--- config.mk ---
export PLATFORM = sky130hd
export DESIGN_NAME = vga_timing_gen
export DESIGN_NICKNAME = d
export VERILOG_FILES = /design/src/rtl/vga_timing_gen.sv
export SDC_FILE = /design/constraint.sdc
export NUM_CORES = 1
export LEC_CHECK = 0
export CAP_MARGIN = 40
export CORE_AREA = 2 2 62 64
export CTS_BUF_LIST = sky130_fd_sc_hd__clkbuf_8
export DETAILED_ROUTE_END_ITERATION = 16
export DIE_AREA = 0 0 64 66
export PLACE_DENSITY_LB_ADDON = 0.15
export SLEW_MARGIN = 10
export SYNTH_ARGS = -nofsm -noshare
export SYNTH_HDL_FRONTEND = slang
export SYNTH_SLANG_ARGS = --single-unit
--- constraint.sdc ---
create_clock -name vga_clk -period 2.79 [get_ports vga_clk]
set_input_delay 0.837 -clock vga_clk [delete_from_list [all_inputs] [get_ports vga_clk]]
set_output_delay 0.837 -clock vga_clk [all_outputs]
set_load 0.05 [all_outputs]
--- src/rtl/vga_timing_gen.sv ---
// vga_timing_gen: 640x480 VGA raster counters, delayed blank/sync and frame markers
module vga_delay #(
  parameter int W = 1,
  parameter int D = 1,
  parameter logic [W-1:0] INIT = '0
) (
  input  logic         vga_clk,
  input  logic         reset_n,
  input  logic [W-1:0] d,
  output logic [W-1:0] q
);
  if (D == 0) begin : g_pass
    assign q = d;
  end else begin : g_sr
    logic [W-1:0] sr [D];
    always_ff @(posedge vga_clk or negedge reset_n)
      if (!reset_n) for (int i = 0; i < D; i++) sr[i] <= INIT;
      else begin
        sr[0] <= d;
        for (int i = 1; i < D; i++) sr[i] <= sr[i-1];
      end
    assign q = sr[D-1];
  end
endmodule

module vga_timing_gen #(
  parameter int H_VISIBLE   = 640,
  parameter int H_FRONT     = 16,
  parameter int H_SYNC      = 96,
  parameter int H_BACK      = 48,
  parameter int V_VISIBLE   = 480,
  parameter int V_FRONT     = 10,
  parameter int V_SYNC      = 2,
  parameter int V_BACK      = 33,
  parameter int BLANK_DELAY = 1,
  parameter int SYNC_DELAY  = 2
) (
  input  logic       vga_clk,
  input  logic       reset_n,
  output logic [9:0] DrawX,
  output logic [9:0] DrawY,
  output logic       blank,
  output logic       hs,
  output logic       vs,
  output logic       sync,
  output logic       frame_start,
  output logic [7:0] frame_count
);
  localparam logic [9:0] H_LAST = 10'(H_VISIBLE + H_FRONT + H_SYNC + H_BACK - 1);
  localparam logic [9:0] V_LAST = 10'(V_VISIBLE + V_FRONT + V_SYNC + V_BACK - 1);
  localparam logic [9:0] H_VIS  = 10'(H_VISIBLE);
  localparam logic [9:0] V_VIS  = 10'(V_VISIBLE);
  localparam logic [9:0] HS_BEG = 10'(H_VISIBLE + H_FRONT);
  localparam logic [9:0] HS_END = 10'(H_VISIBLE + H_FRONT + H_SYNC);
  localparam logic [9:0] VS_BEG = 10'(V_VISIBLE + V_FRONT);
  localparam logic [9:0] VS_END = 10'(V_VISIBLE + V_FRONT + V_SYNC);
  logic [9:0] hc, vc;
  logic       h_end, v_end, wrap;
  logic       blank_raw, hs_raw, vs_raw;
  logic [1:0] hs_vs;
  assign h_end     = hc == H_LAST;
  assign v_end     = vc == V_LAST;
  assign wrap      = h_end && v_end;
  assign blank_raw = (hc < H_VIS) && (vc < V_VIS);
  assign hs_raw    = !((hc >= HS_BEG) && (hc < HS_END));
  assign vs_raw    = !((vc >= VS_BEG) && (vc < VS_END));
  always_ff @(posedge vga_clk or negedge reset_n)
    if (!reset_n) begin
      hc          <= '0;
      vc          <= '0;
      frame_start <= 1'b0;
      frame_count <= '0;
    end else begin
      hc          <= h_end ? '0 : hc + 10'd1;
      vc          <= h_end ? (v_end ? '0 : vc + 10'd1) : vc;
      frame_start <= wrap;
      frame_count <= frame_count + {7'd0, wrap};
    end
  vga_delay #(.W(1), .D(BLANK_DELAY), .INIT(1'b0)) u_blank (
    .vga_clk(vga_clk), .reset_n(reset_n), .d(blank_raw), .q(blank)
  );
  vga_delay #(.W(2), .D(SYNC_DELAY), .INIT(2'b11)) u_sync (
    .vga_clk(vga_clk), .reset_n(reset_n), .d({hs_raw, vs_raw}), .q(hs_vs)
  );
  assign {hs, vs} = hs_vs;
  assign DrawX    = hc;
  assign DrawY    = vc;
  assign sync     = 1'b0;
endmodule

======== Word level (Yosys, flattened, before mapping) ========
Cells that the tools add are included.
cells by class
  $add $sub $neg .......................... 3
  multipliers ............................. 0
  div/mod/pow operators ................... 0
  order comparisons ....................... 6
  eq/ne operators ......................... 2
  shift-type cells ........................ 0
  multiplexer cells ....................... 2
  bitwise gates (word level) .............. 0
  reduce and logical (&&, ||, !) cells .... 6
operator list
  operator                                              count
  adder 10 x 1 -> 10 bit, second input constant         2
  == test 10 bit, second input constant                 2
  < comparator 10 bit, second input constant            2
  < comparator 10 x 9 -> 1 bit, second input constant   2
  2-to-1 mux 10 bit                                     2
  >= comparator 10 bit, second input constant           1
  >= comparator 10 x 9 -> 1 bit, second input constant  1
  adder 8 x 1 -> 8 bit                                  1
  logical AND 1 bit                                     4
  zero test 1 bit                                       2
word-level totals
  register bits ........................... 34
  latch bits .............................. 0
  RAM bits ................................ 0
  ROM bits ................................ 0
  input bits .............................. 2
  output and inout port bits .............. 33
  word-level logic and storage cells ...... 26
  memories ................................ 0

======== Depth between registers and ports, before layout ========
Gate-level depths: netlist (run 1).
  word-level depth ........................ 3
  gate-level depth with buffers ........... 10
  gate-level depth less buffers ........... 10

======== Modules after synthesis ========
From an unflattened synthesis (run 1), not the netlist that was laid out.
second synthesis, totals
  cells, all modules ...................... 138
  area total of the unflattened synthesis .. 1611.5 sq um
by module, submodules not included
  module               times used  cells an instance  area an instance (sq um)  seq. area each (sq um)
  vga_timing_gen       1           131                1466.4                    725.7
  vga_delay (u_sync)   1           6                  120.1                     105.1
  vga_delay (u_blank)  1           1                  25.0                      25.0

======== Worst setup path after synthesis (run 1) ========
OpenSTA, ideal clock, no wires.
  path type ............................... register to register
  from .................................... reg hc[0] (netlist: DrawX[0])
  to ...................................... reg frame_count[7]
  setup time .............................. 0.140 ns
  arrival time ............................ 2.853 ns
  required time ........................... 2.650 ns
  setup slack ............................. -0.204 ns
  cell stages (with the launch flop) ...... 10
  path buffers ............................ 0
  period minus slack after synthesis ...... 2.994 ns
  cell sequence ........................... dfrtp_1 -> ha_1 -> nand3_1 -> or3_4 -> nor2_4 -> ha_1 -> and3_1 -> nand3_1 -> or2_2 -> xnor2_1
between the ends
  cells in the longest elaborated chain, start to end .. 3
RTL lines
  item                    line  text
  start, declared         57    logic [9:0] hc, vc;
  start signal, assigned  74    hc <= h_end ? '0 : hc + 10'd1;
  == test 10 bit          61    assign h_end = hc == H_LAST;
  logical AND 1 bit       63    assign wrap = h_end && v_end;
  named net wrap          58    logic h_end, v_end, wrap;
  adder 8 x 1 -> 8 bit    77    frame_count <= frame_count + {7'd0, wrap};
  end signal, assigned    77
  end, declared           47    output logic [7:0] frame_count
The timed path passes the listed nets, and every way through them passes these cells.
A chain may end at the register's enable or synchronous reset.

======== Worst setup path in the final report (run 1) ========
  from .................................... reg vc[1] (netlist: DrawY[1])
  to ...................................... reg frame_count[7]
between the ends
  cells in the longest elaborated chain, start to end .. 3
RTL lines
  item                    line  text
  start, declared         57
  start signal, assigned  75    vc <= h_end ? (v_end ? '0 : vc + 10'd1) : vc;
  == test 10 bit          62    assign v_end = vc == V_LAST;
  logical AND 1 bit       63
  named net wrap          58
  adder 8 x 1 -> 8 bit    77
The timed path passes the listed nets, and every way through them passes these cells.

==> metrics.cfg, run 1 <==
[routing]
vias_per_cell=5.035
dr.first_iter.drc_count=49
wire_per_inst_um=13.25
dr.pass1.iters=4
wirelength_um=3022
drc=0
ant_nets=0
vias=1148

[cells_and_area]
drive_gt1_share_pct=18.33
final_cell_area_um2=2101
nets=187
fillers=291
area_growth_pct=33.36
diodes=0

[grt]
globalRouteTotalUtil_pct=16.01
antenna_found_initial=0
first_global_vias=1075
grt_pass1_wl_um=5050
overflow=0
grt_max_degree=35

[setup_path]
crit_fanout=6
slowest_delay_ns=0.43
crit_family=simple AND/OR/NAND/NOR gates
critPathArrivalTime_ns=2.75
critPathLaunchType=flop
path_cells=inv_1 > ha_1 > nor4bb_1 > nand4_1 > nor2_4 > ha_2 > and3_1 > nand3_1 > or2_2 > xnor2_1
required_ns=2.98
path_class=flop to flop
path_buf_inv=1
cp-end-kind=flop
worst_path_max_delay_cell=dfrtp_1

[timing]
hold_violations=0
rsz0062_at_grt=false
post-route-min-period_ns=2.557
finalMaxSlewViolations=0
fmax_ghz=0.3911
final.setup_skew_ns=0.01214
worst_pin_slew_ns=0.5208
holdWs_ns=0.3579
slew_headroom_pct=65.17
final.setup.tns_ns=0
setup_viol=0
finalCritPeriodShare_pct=91.65

[clock_network]
postCtsSetupRepairBufs=0
cts_hold_buf=0
path_clk_slew_ns=0.08
cts.sink_count=34
cts_buffers=5
clk_latency_ns=0.29
clockBufferDepth=2
cts_tree=yes
root_buffer=clkbuf_8
cts.htree.levels=2
cts_resized=0

[floorplan]
ios=35
die_w_um=64
floorplan.initialDensity_pct=44.36
die_area_um2=4224
rows=22
core_area_um2=3551
die_y_um=66

[placement]
io_buffers=33
gp_congestion=0.7672
placed_area_um2=1987
hpwlAfterDp_um=2154

[synth]
syn_area_per_cell_um2=11.41
synth.distinct_cells=36
yosysWarnings=0
yosysSeqAreaShare_pct=54.33
netlist_area_um2=1575
synth_seq_cells=34
syn-num-nets=146
synth_cells=138

[power_and_ir_drop]
power_density_nw_per_um2=456.7
ir_drop_mv=0.2942
p_leak_nw=0.8993

[run]
drv_cap=0

[outcome]
status=finished clean

[worst_hold_path]
min_path_type=flop to flop

-- synth_stat cells, drive strengths merged --
cell type,instances,area (um2)
o21a,1,7.510
a21oi,1,5.000
ha,6,75.07
or3b,1,8.760
nor4bb,1,10.01
and3,4,25.02
nor2,9,41.29
nand2,10,37.54
or2,1,6.260
and4,2,17.52
nand4,5,31.28
inv,8,30.03
nor4,3,40.04
dfrtp,30,750.7
dfstp,4,105.1
conb,1,3.750
o31ai,1,7.510
xor2,6,52.55
a31o,1,8.760
nor4b,2,23.77
or3,1,11.26
xnor2,13,113.9
nor3,5,36.29
nand2b,1,6.260
nand3,11,55.05
o21ai,5,25.02
buf,3,23.77
and2,1,6.260
or4b,1,10.01
-- placed cells by master, fill, tap and decap left out, drive strengths merged, types with 2 or more instances in the layout --
cell type / Yosys / routed
and3: 4 / 4
and4: 2 / 2
buf: 3 / 4
clkbuf: 0 / 5
clkdlybuf4s50: 0 / 33
clkinvlp: 0 / 2
dfrtp: 30 / 30
dfstp: 4 / 4
ha: 6 / 6
inv: 8 / 8
nand2: 10 / 10
nand3: 11 / 11
nand4: 5 / 5
nor2: 9 / 9
nor3: 5 / 5
nor4: 3 / 3
nor4b: 2 / 2
o21ai: 5 / 5
xnor2: 13 / 13
xor2: 6 / 6
-- layout make-up --
type                    count  area, um2  share of cell area, %
clock buffers               5      68.82                  3.276
clock inverters             3      45.04                  2.144
inverters                   8      30.03                  1.429
multi-input cells          93      673.1                  32.04
flip-flops and latches     34      863.3                  41.10
well taps                  48      60.06                  2.859
repair buffers             37      360.3                  17.15
-- flip-flops by register name, summed over array words and instances, names as in the netlist --
signal          flops
DrawX              10
u_sync.q            2
DrawY              10
u_blank.q           1
frame_start         1
frame_count         8
u_sync.g_sr.sr      2
-- routing by layer --
layer | track usage, % | share of wire [%] | vias to the layer above
li1 | - | - | 555
met3 | 4.770 | 5.5 | 6
met1 | 19.47 | 44 | 549
met2 | 26.56 | 48 | 38
met5 | 0 | 0 | -
met4 | 6.522 | 1.7 | 0
-- worst paths after layout --
check                                               to                        start  cells past startpoint  slack [ns]
min in group asynchronous     frame_count[3]$_DFF_PN0_                      reset_n                      2        0.93
hold reg to reg                  u_sync.q[1]$_DFF_PN1_  u_sync.g_sr.sr[3]$_DFF_PN1_                      0        0.36
max in group asynchronous  u_sync.g_sr.sr[3]$_DFF_PN1_                      reset_n                      2        1.51
hold / removal                   u_sync.q[1]$_DFF_PN1_  u_sync.g_sr.sr[3]$_DFF_PN1_                      0        0.36
setup reg to reg              frame_count[7]$_DFF_PN0_         DrawY[1]$_DFFE_PN0N_                     10        0.23
setup / recovery              frame_count[7]$_DFF_PN0_         DrawY[1]$_DFFE_PN0N_                     10        0.23
-- where the power goes --
group | internal (W) | switching [W]
Sequential | 0.000493 | 0
Clock | 0.000266 | 0.000187
Combinational | 0.00000213 | 0.0000118
Total | 0.000761 | 0.000199
-- metrics by stage --
step	total power, W	setup slack (ns)	util, %	instances
3_3_place_gp	0.0005169	0.2823	55.95	220
6_report	0.0009594	0.2328	59.16	228
5_1_grt	0.0009945	0.1274	59.16	228
4_1_cts	0.0009706	0.2468	59.16	228
2_1_floorplan	0.0005063	0.01457	-	138
3_5_place_dp	0.0005170	0.2461	55.95	220
-- kinds of logic (layout without fill, tap and decap cells) --
group	count (synthesis)	after routing	synth area share [%]
fa+ha+maj	6	6	4.766
xor+xnor	19	19	10.56
other cells	1	1	0.2381
simple gates	58	58	23.27
compound gates	9	9	3.415
flops	34	34	54.33
buf+inv	11	53	3.415
Power figures use the tool's default switching activity.
==> run 2, diff against run 1 <==
Settings changed: HOLD_SLACK_MARGIN set to 0.06.
==> results of run 2 <==
Final layout, timing and power as in run 1 (identical DEF).
==> run 3, diff against run 2 <==
Settings changed: CTS_CLUSTER_SIZE set to 24.
Clock period 2.79 ns to 3 ns, I/O delays scaled along.
==> metrics.cfg, run 3 (synthesis gave the netlist of run 1 again) <==
[floorplan]
ios=35  ; unchanged
die_area_um2=4224  ; unchanged
core_area_um2=3551  ; unchanged
floorplan.initialDensity_pct=44.36  ; unchanged
die_w_um=64  ; unchanged
die_y_um=66  ; unchanged
rows=22  ; unchanged

[setup_path]
worst_path_max_delay_cell=or4b_1
crit_fanout=7  ; +1
path_cells=or4b_1 > or3_4 > nor2_4 > ha_1 > and3_1 > nand3_1 > or2_2 > xnor2_1
required_ns=3.17  ; +0.19 ns
reg2reg_to=frame_count[7]$_DFF_PN0_
cp-end-kind=flop
path_buf_inv=0  ; -1
crit_family=simple AND/OR/NAND/NOR gates
r2r-start=DrawX[5]$_DFF_PN0_
path_class=flop to flop
slowest_delay_ns=0.57  ; +0.14 ns
critPathLaunchType=flop
reg2reg_depth=8  ; -2
critPathArrivalTime_ns=2.76  ; about the same
worst-r2r-setup-slack_ns=0.41  ; +0.18 ns

[routing]
vias_per_cell=4.872  ; -3.2%
dr.pass1.iters=4  ; unchanged
drc=0  ; unchanged
ant_nets=0  ; unchanged
vias=1106  ; -3.7%
dr.first_iter.drc_count=20  ; -59%
wire_per_inst_um=12.73  ; -4.0%
wirelength_um=2889  ; -4.4%

[timing]
slew_headroom_pct=65.62  ; +0.45 points
timing.final.ws_setup_ns=0.4091  ; +0.1762 ns
finalMaxSlewViolations=0  ; unchanged
worst_pin_slew_ns=0.5141  ; -0.006735 ns
fmax_ghz=0.3860  ; -1.3%
post-route-min-period_ns=2.591  ; +0.03378 ns
finalCritPeriodShare_pct=86.36  ; -5.3 points
setup_viol=0  ; unchanged
final.setup_skew_ns=0.01001  ; -0.002127 ns
hold_violations=0  ; unchanged
final.setup.tns_ns=0  ; unchanged
rsz0062_at_grt=false

[clock_network]
cts.htree.levels=2  ; unchanged
postCtsSetupRepairBufs=0  ; unchanged
clockBufferDepth=2  ; unchanged
cts_buffers=5  ; unchanged
cts_tree=yes
cts_resized=0  ; unchanged
root_buffer=clkbuf_8
clk_latency_ns=0.28  ; about the same
cts.sink_count=34  ; unchanged
cts_hold_buf=0  ; unchanged
path_clk_slew_ns=0.07  ; about the same

[grt]
grt_pass1_wl_um=5202  ; +3.0%
antenna_found_initial=0  ; unchanged
overflow=0  ; unchanged
first_global_vias=1096  ; +2.0%
grt_max_degree=35  ; unchanged
globalRouteTotalUtil_pct=16.34  ; +0.33 points

[worst_hold_path]
holdPathStages=0  ; unchanged
min_path_type=flop to flop
holdPathEnd=u_sync.q[0]$_DFF_PN1_
min_from=u_sync.g_sr.sr[2]$_DFF_PN1_

[outcome]
status=finished clean

[power_and_ir_drop]
p_leak_nw=0.9146  ; +1.7%
internal-power_w=0.0007022  ; -7.7%
seq_power_share_pct=52.9  ; +1.5 points
netSwitchingFraction_pct=18.98  ; -1.7 points
combPwrFrac_pct=1.5  ; about the same
clkPwrFrac_pct=45.6  ; -1.6 points
power_density_nw_per_um2=418.5  ; -8.4%
total_power_w=0.0008667  ; -9.7%
ir_drop_mv=0.2876  ; -2.3%
switchingPower_w=0.0001645  ; -17%

[cells_and_area]
nets=186  ; -0.53%
area_growth_pct=31.45
diodes=0  ; unchanged
layout_common_cells=clkdlybuf4s50_1 (33), dfrtp_1 (30), xnor2_1 (13)
layout_commonest_cell=clkdlybuf4s50_1
drive_gt1_share_pct=12.29  ; -6.0 points

[placement]
gp_congestion=0.7861  ; +2.5%
place_ws_ns=0.3975  ; +0.1514 ns
io_buffers=33  ; unchanged
hpwlAfterDp_um=2147  ; -0.36%

[run]
drv_cap=0  ; unchanged

==> run 3: worst max path at each step <==
stage	from	endpoint	slack, ns	depth (start not counted)
final	DrawX[5]$_DFF_PN0_	frame_count[7]$_DFF_PN0_	0.41	8
after detailed placement	DrawX[5]$_DFF_PN0_	frame_count[7]$_DFF_PN0_	0.40	8
after CTS	DrawX[5]$_DFF_PN0_	frame_count[7]$_DFF_PN0_	0.39	8
after global placement	DrawX[5]$_DFF_PN0_	frame_count[7]$_DFF_PN0_	0.46	8
after global routing	DrawX[5]$_DFF_PN0_	frame_count[7]$_DFF_PN0_	0.26	8
after floorplan	DrawX[0]$_DFF_PN0_	frame_count[7]$_DFF_PN0_	0.006	9
==> run 3: power by group through the flow <==
stage                     clock network, W  registers (W)   logic (W)
final                             0.000395       0.000459   0.0000131
after global routing              0.000437       0.000458   0.0000154
after CTS                         0.000405       0.000459   0.0000139
after detailed placement                 0       0.000467   0.0000139
after global placement                   0       0.000467   0.0000136
after floorplan                          0       0.000467  0.00000373
==> run 3: final cells by class <==
class | count | area [um2]
clock buffers | 5 | 68.82
clock inverters | 3 | 37.54
fillers | 298 | 1480
inverters | 8 | 30.03
multi-input cells | 93 | 665.6
flip-flops and latches | 34 | 855.8
well taps | 48 | 60.06
repair buffers | 36 | 352.8
==> run 3: per-layer routing <==
metal | wire length [um] | vias to the layer above | global-route usage [%]
met2 | 1363 | 25 | 26.30
met1 | 1346 | 523 | 20.66
met3 | 141 | 5 | 4.770
met4 | 38 | 0 | 6.522
li1 | - | 553 | -
met5 | 0 | - | 0
==> run 3: stage by stage <==
step	instance area [um2]	util (%)	cells	hold WS, ns
floorplan	1575	-	138	0.3452
global placement	1964	55.32	219	0.3469
detailed placement	1964	55.32	219	0.3478
CTS	2071	58.32	227	0.3570
global route	2071	58.32	227	0.3645
finish	2071	58.32	227	0.3556
